[src/rtl/flash_pkg.sv]
// Shared opcodes, bit-group widths and FSM state type for the SPI flash burst reader.
package flash_pkg;

  localparam logic [7:0] FLASH_CMD_READ = 8'h03;
  localparam logic [7:0] FLASH_CMD_WAKE = 8'hAB;

  localparam logic [5:0] FLASH_BITS_CMD  = 6'd8;
  localparam logic [5:0] FLASH_BITS_ADDR = 6'd24;
  localparam logic [5:0] FLASH_BITS_DATA = 6'd32;

  typedef enum logic [2:0] {
    StWakeCmd,
    StWakeWait,
    StIdle,
    StCmd,
    StAddr,
    StData,
    StCont,
    StDesel
  } flash_state_e;

  // Flash streams byte 0 first, so it ends up in the top of the shift register.
  function automatic logic [31:0] byte_swap32(input logic [31:0] w);
    return {w[7:0], w[15:8], w[23:16], w[31:24]};
  endfunction

endpackage

[src/rtl/flash_spi_phy.sv]
// SPI mode-0 bit engine: SCK divider plus MSB-first shifter for one 8/24/32-bit group.
module flash_spi_phy #(
  parameter int unsigned CLK_DIV = 1
) (
  input  logic        i_clock,
  input  logic        i_resetn,
  input  logic        i_start,
  input  logic [5:0]  i_width,
  input  logic [31:0] i_tx_data,
  input  logic        i_miso,
  output logic        o_sclk,
  output logic        o_mosi,
  output logic        o_busy,
  output logic        o_last,
  output logic        o_done,
  output logic [31:0] o_rx_data
);

  localparam logic [7:0] DivMax = 8'(CLK_DIV - 1);

  logic [7:0]  r_div;
  logic [5:0]  r_bits;
  logic [31:0] r_tx;
  logic [31:0] r_rx;
  logic        r_sclk;
  logic        r_mosi;
  logic        r_busy;
  logic        r_done;

  logic        w_tick;
  logic [31:0] w_aligned;

  assign w_tick    = r_busy && (r_div == DivMax);
  // o_last marks the falling edge that ends the group; a start in the same cycle chains seamlessly.
  assign o_last    = w_tick && r_sclk && (r_bits == 6'd1);
  assign w_aligned = i_tx_data << (6'd32 - i_width);

  always_ff @(posedge i_clock) begin
    if (!i_resetn) begin
      r_div  <= '0;
      r_bits <= '0;
      r_tx   <= '0;
      r_rx   <= '0;
      r_sclk <= 1'b0;
      r_mosi <= 1'b0;
      r_busy <= 1'b0;
      r_done <= 1'b0;
    end else begin
      r_done <= o_last && !i_start;
      if (i_start) begin
        r_tx   <= w_aligned << 1;
        r_mosi <= w_aligned[31];
        r_bits <= i_width;
        r_div  <= '0;
        r_sclk <= 1'b0;
        r_busy <= 1'b1;
      end else if (r_busy) begin
        if (w_tick) begin
          r_div <= '0;
          if (!r_sclk) begin
            r_sclk <= 1'b1;
            r_rx   <= {r_rx[30:0], i_miso};
          end else begin
            r_sclk <= 1'b0;
            if (r_bits == 6'd1) begin
              r_busy <= 1'b0;
              r_mosi <= 1'b0;
            end else begin
              r_mosi <= r_tx[31];
              r_tx   <= r_tx << 1;
              r_bits <= r_bits - 6'd1;
            end
          end
        end else begin
          r_div <= r_div + 8'd1;
        end
      end
    end
  end

  assign o_sclk    = r_sclk;
  assign o_mosi    = r_mosi;
  assign o_busy    = r_busy;
  assign o_done    = r_done;
  assign o_rx_data = r_rx;

endmodule

[src/rtl/spi_flash_burst_reader.sv]
// Streams 32-bit words from SPI flash using READ, keeping CS low across sequential addresses.
module spi_flash_burst_reader
  import flash_pkg::*;
#(
  parameter int unsigned CLK_DIV        = 1,
  parameter int unsigned WAKE_CYCLES    = 64,
  parameter int unsigned CS_HIGH_CYCLES = 4
) (
  input  logic        clock,
  input  logic        resetn,
  input  logic        valid,
  output logic        ready,
  input  logic [23:0] addr,
  output logic [31:0] rdata,
  output logic        spi_cs,
  output logic        spi_sclk,
  output logic        spi_mosi,
  input  logic        spi_miso
);

  localparam logic [15:0] WakeLoad  = 16'(WAKE_CYCLES - 1);
  localparam logic [15:0] DeselLoad = 16'(CS_HIGH_CYCLES - 1);

  flash_state_e r_state;
  logic [23:0]  r_cur_addr;
  logic [15:0]  r_cnt;
  logic         r_spi_cs;
  logic         r_ready;
  logic [31:0]  r_rdata;

  logic         w_start;
  logic [5:0]   w_width;
  logic [31:0]  w_tx;
  logic         w_busy;
  logic         w_last;
  logic         w_done;
  logic [31:0]  w_rx;
  logic [23:0]  w_addr_aligned;
  logic         w_seq;

  assign w_addr_aligned = addr & 24'hFFFFFC;
  assign w_seq          = valid && (w_addr_aligned == r_cur_addr);

  flash_spi_phy #(
    .CLK_DIV(CLK_DIV)
  ) u_phy (
    .i_clock  (clock),
    .i_resetn (resetn),
    .i_start  (w_start),
    .i_width  (w_width),
    .i_tx_data(w_tx),
    .i_miso   (spi_miso),
    .o_sclk   (spi_sclk),
    .o_mosi   (spi_mosi),
    .o_busy   (w_busy),
    .o_last   (w_last),
    .o_done   (w_done),
    .o_rx_data(w_rx)
  );

  // Command, address and data groups are chained on o_last so SCK never pauses between them.
  always_comb begin
    w_start = 1'b0;
    w_width = FLASH_BITS_CMD;
    w_tx    = '0;
    unique case (r_state)
      StWakeCmd: begin
        if (!r_spi_cs && !w_busy && !w_done) begin
          w_start = 1'b1;
          w_tx    = {24'd0, FLASH_CMD_WAKE};
        end
      end
      StCmd: begin
        if (w_last) begin
          w_start = 1'b1;
          w_width = FLASH_BITS_ADDR;
          w_tx    = {8'd0, r_cur_addr};
        end else if (!w_busy && !w_done) begin
          w_start = 1'b1;
          w_tx    = {24'd0, FLASH_CMD_READ};
        end
      end
      StAddr: begin
        if (w_last) begin
          w_start = 1'b1;
          w_width = FLASH_BITS_DATA;
        end
      end
      StCont: begin
        if (w_seq) begin
          w_start = 1'b1;
          w_width = FLASH_BITS_DATA;
        end
      end
      StWakeWait, StIdle, StData, StDesel: ;
    endcase
  end

  always_ff @(posedge clock) begin
    if (!resetn) begin
      r_state    <= StWakeCmd;
      r_cur_addr <= '0;
      r_cnt      <= '0;
      r_spi_cs   <= 1'b1;
      r_ready    <= 1'b0;
      r_rdata    <= '0;
    end else begin
      r_ready <= 1'b0;
      unique case (r_state)
        StWakeCmd: begin
          if (w_done) begin
            r_spi_cs <= 1'b1;
            r_cnt    <= WakeLoad;
            r_state  <= StWakeWait;
          end else begin
            r_spi_cs <= 1'b0;
          end
        end
        StWakeWait: begin
          if (r_cnt == 16'd0) r_state <= StIdle;
          else r_cnt <= r_cnt - 16'd1;
        end
        StIdle: begin
          if (valid) begin
            r_cur_addr <= w_addr_aligned;
            r_spi_cs   <= 1'b0;
            r_state    <= StCmd;
          end
        end
        StCmd: begin
          if (w_last) r_state <= StAddr;
        end
        StAddr: begin
          if (w_last) r_state <= StData;
        end
        StData: begin
          if (w_done) begin
            r_rdata    <= byte_swap32(w_rx);
            r_ready    <= 1'b1;
            r_cur_addr <= r_cur_addr + 24'd4;
            r_state    <= StCont;
          end
        end
        StCont: begin
          if (w_seq) begin
            r_state <= StData;
          end else begin
            r_spi_cs <= 1'b1;
            r_cnt    <= DeselLoad;
            r_state  <= StDesel;
          end
        end
        StDesel: begin
          if (r_cnt == 16'd0) r_state <= StIdle;
          else r_cnt <= r_cnt - 16'd1;
        end
      endcase
    end
  end

  assign spi_cs = r_spi_cs;
  assign ready  = r_ready;
  assign rdata  = r_rdata;

endmodule

[config.mk]
export PLATFORM = sky130hd
export DESIGN_NAME = spi_flash_burst_reader
export DESIGN_NICKNAME = d
export VERILOG_FILES = /design/src/rtl/flash_pkg.sv /design/src/rtl/flash_spi_phy.sv /design/src/rtl/spi_flash_burst_reader.sv
export SDC_FILE = /design/constraint.sdc
export NUM_CORES = 1
export LEC_CHECK = 0
export CORE_MARGIN = 8
export CORE_UTILIZATION = 59
export DETAILED_ROUTE_END_ITERATION = 10
export PLACE_DENSITY = 0.92
export SYNTH_ARGS = -nofsm -noshare
export SYNTH_HDL_FRONTEND = slang
export SYNTH_SLANG_ARGS = --single-unit
[constraint.sdc]
create_clock -name clock -period 3.95 [get_ports clock]
set_input_delay 0.79 -clock clock [delete_from_list [all_inputs] [get_ports clock]]
set_output_delay 0.79 -clock clock [all_outputs]
set_load 0.005 [all_outputs]
Word level (Yosys, flattened, before mapping)

Index checks and enable logic that the tools add are counted.

Register bits after elaboration: 158
Bits of input ports: 28
Output and inout port bits: 36
Logic and storage cells: 129

Add/subtract/negate cells: 5
Equal/unequal tests: 18
Shifts and indexed selects: 1
Mux-type cells: 55
Bitwise operators: 3
Reductions and logical operators: 33

Operators by type and width:

| kind                                               | number |
|---|---|
| two-way mux 32 bit                                 | 5 |
| one-hot mux 24 bit (2 select lines)                | 2 |
| two-way mux 24 bit                                 | 3 |
| two-way mux 16 bit                                 | 3 |
| one-hot mux 16 bit (3 select lines)                | 1 |
| two-way mux 6 bit                                  | 7 |
| << shifter 24 x 6 -> 32 bit                        | 1 |
| adder 24 x 3 -> 24 bit, second input constant      | 1 |
| == test 24 bit                                     | 1 |
| one-hot mux 3 bit (7 select lines)                 | 1 |
| two-way mux 1 bit                                  | 19 |
| two-way mux 3 bit                                  | 6 |
| one-hot mux 6 bit (3 select lines)                 | 1 |
| zero test 16 bit                                   | 1 |
| two-way mux 8 bit                                  | 2 |
| subtractor 16 x 1 -> 16 bit, second input constant | 1 |
| == test 3 bit, second input constant               | 4 |
| != test 2 x 1 -> 1 bit, second input constant      | 6 |
| AND reduction 4 bit                                | 3 |
| AND reduction 3 bit                                | 3 |
| adder 8 x 1 -> 8 bit, second input constant        | 1 |
| logical AND 1 bit                                  | 8 |
| zero test 8 bit                                    | 1 |
| nonzero test 2 bit                                 | 4 |
| other kinds (17)                                   | 30 |

Logic depth before layout (Yosys ltp)

Gate-level depths: netlist of run 1.

Word-level depth: 9
Mapped depth: 13
Depth with buffers taken out: 10

Hierarchy

Synthesis of run 1 repeated with hierarchy kept, for this count alone.

Cells, all modules: 1148
Area total of the unflattened synthesis: 9648.0 um^2

Modules (own cells, without submodules):

| module                 | times used | cells an instance | area an instance (um^2) | sequential area each (um^2) |
|---|---|---|---|---|
| flash_spi_phy          | 1          | 592               | 5492.8                  | 1621.6 |
| spi_flash_burst_reader | 1          | 556               | 4155.2                  | 1501.4 |

Worst setup path after synthesis of run 1

OpenSTA, ideal clock, no wires.

Path kind: input to register
From: input addr[12]
To: register u_phy.r_tx[28]
Setup time: 60 ps
Arrival: 3579 ps
Required time: 3890 ps
Setup slack: 311 ps
Cell stages on the path: 12
Path buffers: 2
Cells stage by stage: xnor2_1 -> nand4_1 -> or3_4 -> or3_1 -> buf_2 -> buf_2 -> o41ai_1 -> ha_1 -> nor4_2 -> a22oi_1 -> a21oi_1 -> o221a_1

Word-level cells in the longest chain between the ends: 7

Ends and longest elaborated chain:

| item                               | line                         | RTL |
|---|---|---|
| from (decl)                        | spi_flash_burst_reader.sv:13 | `input logic [23:0] addr,` |
| == test 24 bit (*)                 | spi_flash_burst_reader.sv:42 | `assign w_seq = valid && (w_addr_aligned == r_cur_addr);` |
| logical AND 1 bit (*)              | spi_flash_burst_reader.sv:42 |  |
| two-way mux 6 bit                  | spi_flash_burst_reader.sv:90 | `if (w_seq) begin` |
| one-hot mux 6 bit (3 select lines) | spi_flash_burst_reader.sv:66 | `unique case (r_state)` |
| subtractor 6 bit                   | flash_spi_phy.sv:36          | `assign w_aligned = i_tx_data << (6'd32 - i_width);` |
| << shifter 24 x 6 -> 32 bit        | flash_spi_phy.sv:36          |  |
| two-way mux 32 bit                 | flash_spi_phy.sv:50          | `if (i_start) begin` |
| to (signal assigned)               | flash_spi_phy.sv:51          | `r_tx <= w_aligned << 1;` |
| to (signal assigned)               | flash_spi_phy.sv:70          | `r_tx <= r_tx << 1;` |
| to (decl)                          | flash_spi_phy.sv:23          | `logic [31:0] r_tx;` |

Every way passes the cells marked *; elsewhere a longest branch is shown, timed or not.
A chain may end at the register's enable or synchronous reset.

Final worst setup path of run 1

From: input addr[21]
To: register u_phy.r_tx[13]

The elaborated chain is that of the path after synthesis.

==> run_results.csv, run 1 <==
group,metric,value,unit
outcome,status,"finished, final reports clean",
route,via_per_inst,6.46,
global_routing,grt_pass1_vias,7235,
pwr,cellPowerDensity,371,nW/um^2
timing,fin_ws,0.352,ns
hold_path,hold_start,"u_phy.r_tx[1]",
pwr,total_power,3.42,mW
worst_setup_path,slowest_stage,"clkdlybuf4s50_1",
placed_design,place_ws,0.0625,ns
route,route.detailed.drc,0,
yosys,syn_avg_cell_area,8.06,sq um
timing,hold_viol_final,0,
clock_network,cts_buffers,17,
global_routing,grt_usage,0.228,
yosys,synth_seq_cells,156,
floorplanning,die_area,17600,sq um
final_layout,mostFrequentLayoutCells,"156 x dfxtp_1, 149 x nand2_1, 115 x a21oi_1",
yosys,syn_area,8060,sq um
yosys,ys_types,74,
global_routing,use_met2,0.368,
worst_setup_path,critPathMaxFanout,10,
flow_run,drv_cap,0,
clock_network,cts_tree,"done",
final_layout,area_growth,14.4,%
global_routing,grt_max_degree,59,
worst_setup_path,reg2reg_from,"u_phy.r_div[0]",
final_layout,final_common_cell,"dfxtp_1",
timing,grt_setup_unrepaired,"no",
floorplanning,coreArea,13300,sq um
final_layout,fin_cells,1198,
hold_path,min_path_type,"reg2reg",
route,drtIter0Drc,1162,
worst_setup_path,rrSetupSlack,0.56,ns
yosys,synth_flop_cell,"dfxtp_1",
global_routing,met1_usage,0.278,
floorplanning,io_pins,64,
yosys,synth.yosys.seq_area_share,0.388,
yosys,yosysWarnings,0,
timing,fin_setup_tns,0,ns
timing,finalSetupViolCount,0,
floorplanning,die_h,133,microns
global_routing,antenna_found_initial,0,
worst_setup_path,reg2reg_to,"u_phy.r_tx[13]",
floorplanning,start_util,0.606,
worst_setup_path,reg2regPathDepth,9,
yosys,syn_nets,1034,
yosys,synthCells,999,
timing,fin_crit,3.60,ns
worst_setup_path,cp-end-kind,"flip-flop",
route,vias,7740,
clock_network,cts.clk_slew.worst_paths,0.06,ns
clock_network,post-cts-setup-buffer-count,0,
pwr,peakVddDrop,0.000250,V
worst_setup_path,slowest_delay,0.53,ns
global_routing,grt_overflow,0,
timing,tightest_slew,1.18,ns
worst_setup_path,critPathArrivalTime,3.97,ns
route,totalWireLength,20300,microns
clock_network,cts_hold_buf,0,
final_layout,diodes,0,
final_layout,fin_nets,1044,
global_routing,busiest_layer,"met2",
placed_design,numPlacedInstances,1166,
global_routing,grt_first_pass_wirelength,34100,microns
timing,fmaxAchievable,278,MHz
timing,fin_skew,0.0115,ns
clock_network,clock-sinks,156,
worst_setup_path,crit_chain,"clkdlybuf4s50_1 > xnor2_1 > nand4_1 > or3_4 > or3_1 > o41ai_1 > ha_1 > nor4_2 > buf_4 > nand3_1 > nor3_1 > o22a_1",
timing,slew_headroom,0.215,
worst_setup_path,cp-start-kind,"input port",
timing,drv_slew,0,
placed_design,gp_congestion,0.879,
pwr,power.leakage,3.18,nW
yosys,async_reset_ff_frac,0,
hold_path,min_to,"u_phy.r_tx[1]",
placed_design,io_buffers,61,
timing,period_share,0.911,
clock_network,cts_resized,0,
route,first_pass_iters,6,
clock_network,clockBufferDepth,2,
worst_setup_path,crit_type,"in2reg",
placed_design,hpwlAfterDp,13000,microns
clock_network,clockRootBuffer,"clkbuf_16",
worst_setup_path,cp.required,4.33,ns
route,wl_per_cell,17.0,microns
clock_network,htree_levels,4,
worst_setup_path,cp_num_cells,12,
floorplanning,placementRows,42,
hold_path,whs_path_depth,2,
worst_setup_path,critPathBufInv,2,
floorplanning,die_w,133,microns
final_layout,drive_gt1_frac,0.0910,
clock_network,clk_latency,0.43,ns
route,ant_nets,0,
yosys,synth_edf_count,0,
global_routing,grt_util_met3,0.0522,
worst_setup_path,cp_top_family,"simple AND/OR/NAND/NOR gates",
-- cell families after synthesis --
logic type / count (synthesis) / share of synthesized area
simple gates: 403 / 0.255
compound gates: 280 / 0.234
flops: 156 / 0.388
buf+inv: 106 / 0.0593
xor+xnor: 34 / 0.0370
mux: 13 / 0.0163
fa+ha+maj: 7 / 0.0109
-- metrics by stage --
step / cell area, sq um / hold slack (ns) / utilization
after floorplan: 8060 / 0.410 / -
after global placement: 8660 / 0.417 / 0.652
after detailed placement: 8660 / 0.433 / 0.652
after CTS: 9210 / 0.443 / 0.693
after global routing: 9210 / 0.461 / 0.693
final: 9210 / 0.439 / 0.693
-- worst max-delay path by stage --
| stage | startpoint | end | slack (ns) |
|---|---|---|---|
| after floorplan | addr[12] | u_phy.r_tx[28] | 0.31 |
| after global placement | addr[14] | u_phy.r_tx[18] | 0.17 |
| after detailed placement | addr[19] | u_phy.r_tx[13] | 0.06 |
| after CTS | addr[21] | u_phy.r_tx[13] | 0.44 |
| after global routing | addr[4] | u_phy.r_tx[13] | 0.26 |
| final | addr[21] | u_phy.r_tx[13] | 0.35 |
-- worst reg2reg max path, stage by stage (launching register included) --
cell,delay [ns]
dfxtp_1,0.34
inv_1,0.09
ha_1,0.17
or4b_1,0.52
or4_1,0.66
ha_1,0.27
buf_4,0.20
nor4_1,0.69
nor3_1,0.16
o22a_1,0.20
-- metal layers --
| layer | vias up | routed length, microns | share of wire |
|---|---|---|---|
| met4 | 0 | 572 | 0.028 |
| met1 | 3647 | 8490 | 0.42 |
| met3 | 67 | 1450 | 0.071 |
| met2 | 347 | 9790 | 0.48 |
| li1 | 3679 | - | - |
| met5 | - | 0 | 0 |
-- cell usage after synthesis, drive strengths merged, types with 5 or more instances --
library cell | instances | share of area
xnor2 | 26 | 0.028
o22ai | 6 | 0.0047
o211ai | 6 | 0.0056
buf | 44 | 0.030
nand3b | 9 | 0.0084
o221a | 13 | 0.019
nand4 | 42 | 0.033
o41ai | 10 | 0.011
and2 | 7 | 0.0054
dfxtp | 156 | 0.39
mux2i | 12 | 0.015
nand3 | 33 | 0.023
nor3 | 40 | 0.027
a31oi | 6 | 0.0047
nand2b | 5 | 0.0039
or4 | 8 | 0.0079
xor2 | 8 | 0.0087
a211oi | 8 | 0.0081
o22a | 5 | 0.0054
nor2 | 62 | 0.029
inv | 11 | 0.0051
nor4 | 16 | 0.014
a22oi | 8 | 0.0075
clkbuf | 50 | 0.023
o21ai | 28 | 0.017
a21oi | 117 | 0.073
ha | 7 | 0.011
nand2 | 149 | 0.069
or3 | 8 | 0.0087
o31ai | 42 | 0.043
-- flip-flops by register name, indices dropped and copies added (netlist names) --
name / count
rdata: 32
u_phy.o_rx_data: 32
u_phy.r_tx: 31
r_cur_addr: 22
r_cnt: 16
u_phy.r_div: 8
u_phy.r_bits: 6
r_state: 3
ready: 1
spi_cs: 1
u_phy.o_busy: 1
u_phy.o_done: 1
u_phy.o_mosi: 1
u_phy.o_sclk: 1
-- final cells by class --
| class | count | area, sq um |
|---|---|---|
| clock buffer | 20 | 447 |
| multi-input combinational | 737 | 4480 |
| timing repair buffer | 85 | 798 |
| sequential | 156 | 3120 |
| fill | 988 | 4080 |
| clock inverter | 12 | 103 |
| tap | 176 | 220 |
| inverter | 12 | 45.0 |
-- power breakdown --
part           internal (mW)  leakage (nW)  switching, mW
Clock                  0.839         0.269          0.699
Combinational         0.0985          1.65          0.158
Sequential              1.60          1.26         0.0193
Power figures use the tool's default switching activity.
==> run 2, diff against run 1 <==
--- a/config.mk
+++ b/config.mk
@@ -5,10 +5,12 @@
 export SDC_FILE = /design/constraint.sdc
 export NUM_CORES = 1
 export LEC_CHECK = 0
+export ABC_CLOCK_PERIOD_IN_PS = 3950
 export CORE_MARGIN = 8
 export CORE_UTILIZATION = 59
 export DETAILED_ROUTE_END_ITERATION = 10
 export PLACE_DENSITY = 0.92
+export SKIP_LAST_GASP = 1
 export SYNTH_ARGS = -nofsm -noshare
 export SYNTH_HDL_FRONTEND = slang
 export SYNTH_SLANG_ARGS = --single-unit
==> results of run 2 <==
Same layout as run 1: the final DEF is identical, and so are final timing and power.
==> run 3, diff against run 2 <==
--- a/config.mk
+++ b/config.mk
@@ -5,12 +5,11 @@
 export SDC_FILE = /design/constraint.sdc
 export NUM_CORES = 1
 export LEC_CHECK = 0
-export ABC_CLOCK_PERIOD_IN_PS = 3950
+export ABC_CLOCK_PERIOD_IN_PS = 4650
 export CORE_MARGIN = 8
-export CORE_UTILIZATION = 59
+export CORE_UTILIZATION = 60
 export DETAILED_ROUTE_END_ITERATION = 10
-export PLACE_DENSITY = 0.92
-export SKIP_LAST_GASP = 1
+export PLACE_DENSITY = 0.93
 export SYNTH_ARGS = -nofsm -noshare
 export SYNTH_HDL_FRONTEND = slang
 export SYNTH_SLANG_ARGS = --single-unit
==> constraint.sdc (replaced) <==
create_clock -name clock -period 4.65 [get_ports clock]
set_input_delay 0.93 -clock clock [delete_from_list [all_inputs] [get_ports clock]]
set_output_delay 0.93 -clock clock [all_outputs]
set_load 0.005 [all_outputs]
==> run 3 against run 2 <==
- critical path depth is the same
- register-to-register slack gained 0.55 ns
- largest cell class unchanged
- clock power fell by 6%
==> run_results.csv, run 3 (synthesis results as in run 1) <==
group,metric,value,unit
outcome,status,"finished, final reports clean",
pwr,p_int,2.27,mW
global_routing,grt_overflow,0,
worst_setup_path,cp-start-kind,"input port",
global_routing,grt_pass1_vias,7179,
placed_design,numPlacedInstances,1162,
final_layout,diodes,0,
timing,fin_skew,0.0103,ns
pwr,cellPowerDensity,329,nW/um^2
worst_setup_path,cp-end-kind,"flip-flop",
clock_network,clk_latency,0.44,ns
floorplanning,start_util,0.611,
global_routing,grt_usage,0.234,
clock_network,cts_buffers,17,
pwr,peakVddDrop,0.000248,V
pwr,pwr-share-comb,0.071,
floorplanning,placementRows,42,
route,ant_nets,0,
flow_run,drv_cap,0,
clock_network,htree_levels,4,
floorplanning,io_pins,64,
timing,finalSetupViolCount,0,
worst_setup_path,crit_chain,"clkdlybuf4s50_1 > xnor2_1 > nand4_1 > or3_4 > or3_1 > o41ai_1 > ha_1 > nor4_2 > buf_4 > nand3_1 > nor3_1 > o22a_1",
clock_network,cts_tree,"done",
clock_network,cts_hold_buf,0,
final_layout,area_growth,14.6,%
final_layout,final_common_cell,"dfxtp_1",
pwr,switchingPower,0.768,mW
clock_network,post-cts-setup-buffer-count,0,
placed_design,gp_congestion,0.908,
global_routing,grt_max_degree,57,
floorplanning,die_area,17400,sq um
worst_setup_path,cp.required,5.03,ns
global_routing,grt_first_pass_wirelength,34800,microns
final_layout,stdcell_area,9230,sq um
pwr,pwr-share-clk,0.475,
worst_setup_path,critPathArrivalTime,4.13,ns
pwr,sw_frac_of_total,0.253,
timing,grt_setup_unrepaired,"no",
clock_network,clock-sinks,156,
timing,period_share,0.808,
timing,drv_slew,0,
final_layout,drive_gt1_frac,0.0894,
worst_setup_path,crit_type,"in2reg",
final_layout,mostFrequentLayoutCells,"156 x dfxtp_1, 149 x nand2_1, 115 x a21oi_1",
clock_network,cts_resized,0,
worst_setup_path,critPathMaxFanout,10,
placed_design,hpwlAfterDp,13100,microns
floorplanning,die_w,132,microns
worst_setup_path,slowest_stage,"clkdlybuf4s50_1",
route,totalWireLength,20700,microns
route,route.detailed.drc,0,
pwr,pwr-share-seq,0.454,
worst_setup_path,slowest_delay,0.46,ns
final_layout,fin_nets,1040,
route,first_pass_iters,6,
placed_design,io_buffers,61,
placed_design,placed_area,8620,sq um
timing,fmaxAchievable,266,MHz
pwr,power.leakage,3.20,nW
clock_network,cts.clk_slew.worst_paths,0.06,ns
clock_network,clockRootBuffer,"clkbuf_16",
route,wl_per_cell,17.4,microns
global_routing,antenna_found_initial,0,
route,vias,7803,
clock_network,clockBufferDepth,2,
timing,hold_viol_final,0,
floorplanning,die_h,132,microns
timing,fin_setup_tns,0,ns
final_layout,fin_cells,1194,
floorplanning,coreArea,13200,sq um
route,via_per_inst,6.54,
hold_path,min_path_type,"reg2reg",
route,drtIter0Drc,1274,
timing,tightest_slew,0.953,ns
timing,slew_headroom,0.359,
timing,fin_crit,3.76,ns
-- run 3: cell count changes in the layout (fill, tap and decap cells not counted), sizes merged --
cell,delta
clkinvlp,-1
clkinv,+1
bufinv,+2
clkbuf,-2
buf,-4
-- run 3: cell type report --
class | count | area, sq um
multi-input cells | 737 | 4480
fillers | 957 | 3960
flip-flops and latches | 156 | 3120
repair buffers | 81 | 756
clock buffers | 18 | 439
well taps | 176 | 220
clock inverters | 14 | 171
inverters | 12 | 45.0
-- run 3: power groups by stage --
stage / Sequential (mW) / Clock [mW] / Combinational [mW]
after floorplan: 1.40 / 0 / 0.150
after global placement: 1.41 / 0 / 0.205
after detailed placement: 1.41 / 0 / 0.210
after CTS: 1.38 / 1.45 / 0.213
after global routing: 1.38 / 1.51 / 0.234
final: 1.38 / 1.44 / 0.216
-- run 3: layer usage --
metal | part of all wire | track usage | vias up
li1 | - | - | 3665
met1 | 0.41 | 0.290 | 3641
met2 | 0.48 | 0.373 | 405
met3 | 0.082 | 0.0545 | 92
met4 | 0.034 | 0.119 | 0
met5 | 0 | 0 | -
-- run 3: final timing paths --
| check | end | slack [ns] | from | cells past startpoint |
|---|---|---|---|---|
| setup / recovery | u_phy.r_tx[11] | 0.89 | addr[6] | 12 |
| hold / removal | u_phy.r_tx[1] | 0.43 | u_phy.r_tx[1] | 2 |
| setup reg to reg | u_phy.r_tx[11] | 1.11 | u_phy.o_busy | 8 |
| hold reg to reg | u_phy.r_tx[1] | 0.43 | u_phy.r_tx[1] | 2 |
-- run 3: worst max-delay path: cells and delay by family --
kind,cells,cell delay (ns)
XOR/XNOR,1,0.24
adder cells (fa/ha/maj),1,0.31
AND/OR/NAND/NOR,6,1.68
AO/OA/AOI/OAI,2,0.26
buffers and inverters,2,0.69
-- run 3: through the flow --
stage	utilization	hold WS, ns	total power, mW	setup slack, ns
6_report	0.700	0.434	3.04	0.893
4_1_cts	0.700	0.433	3.04	0.960
3_3_place_gp	0.654	0.417	1.61	0.690
5_1_grt	0.700	0.457	3.13	0.709
2_1_floorplan	-	0.410	1.55	0.871
3_5_place_dp	0.654	0.424	1.62	0.536
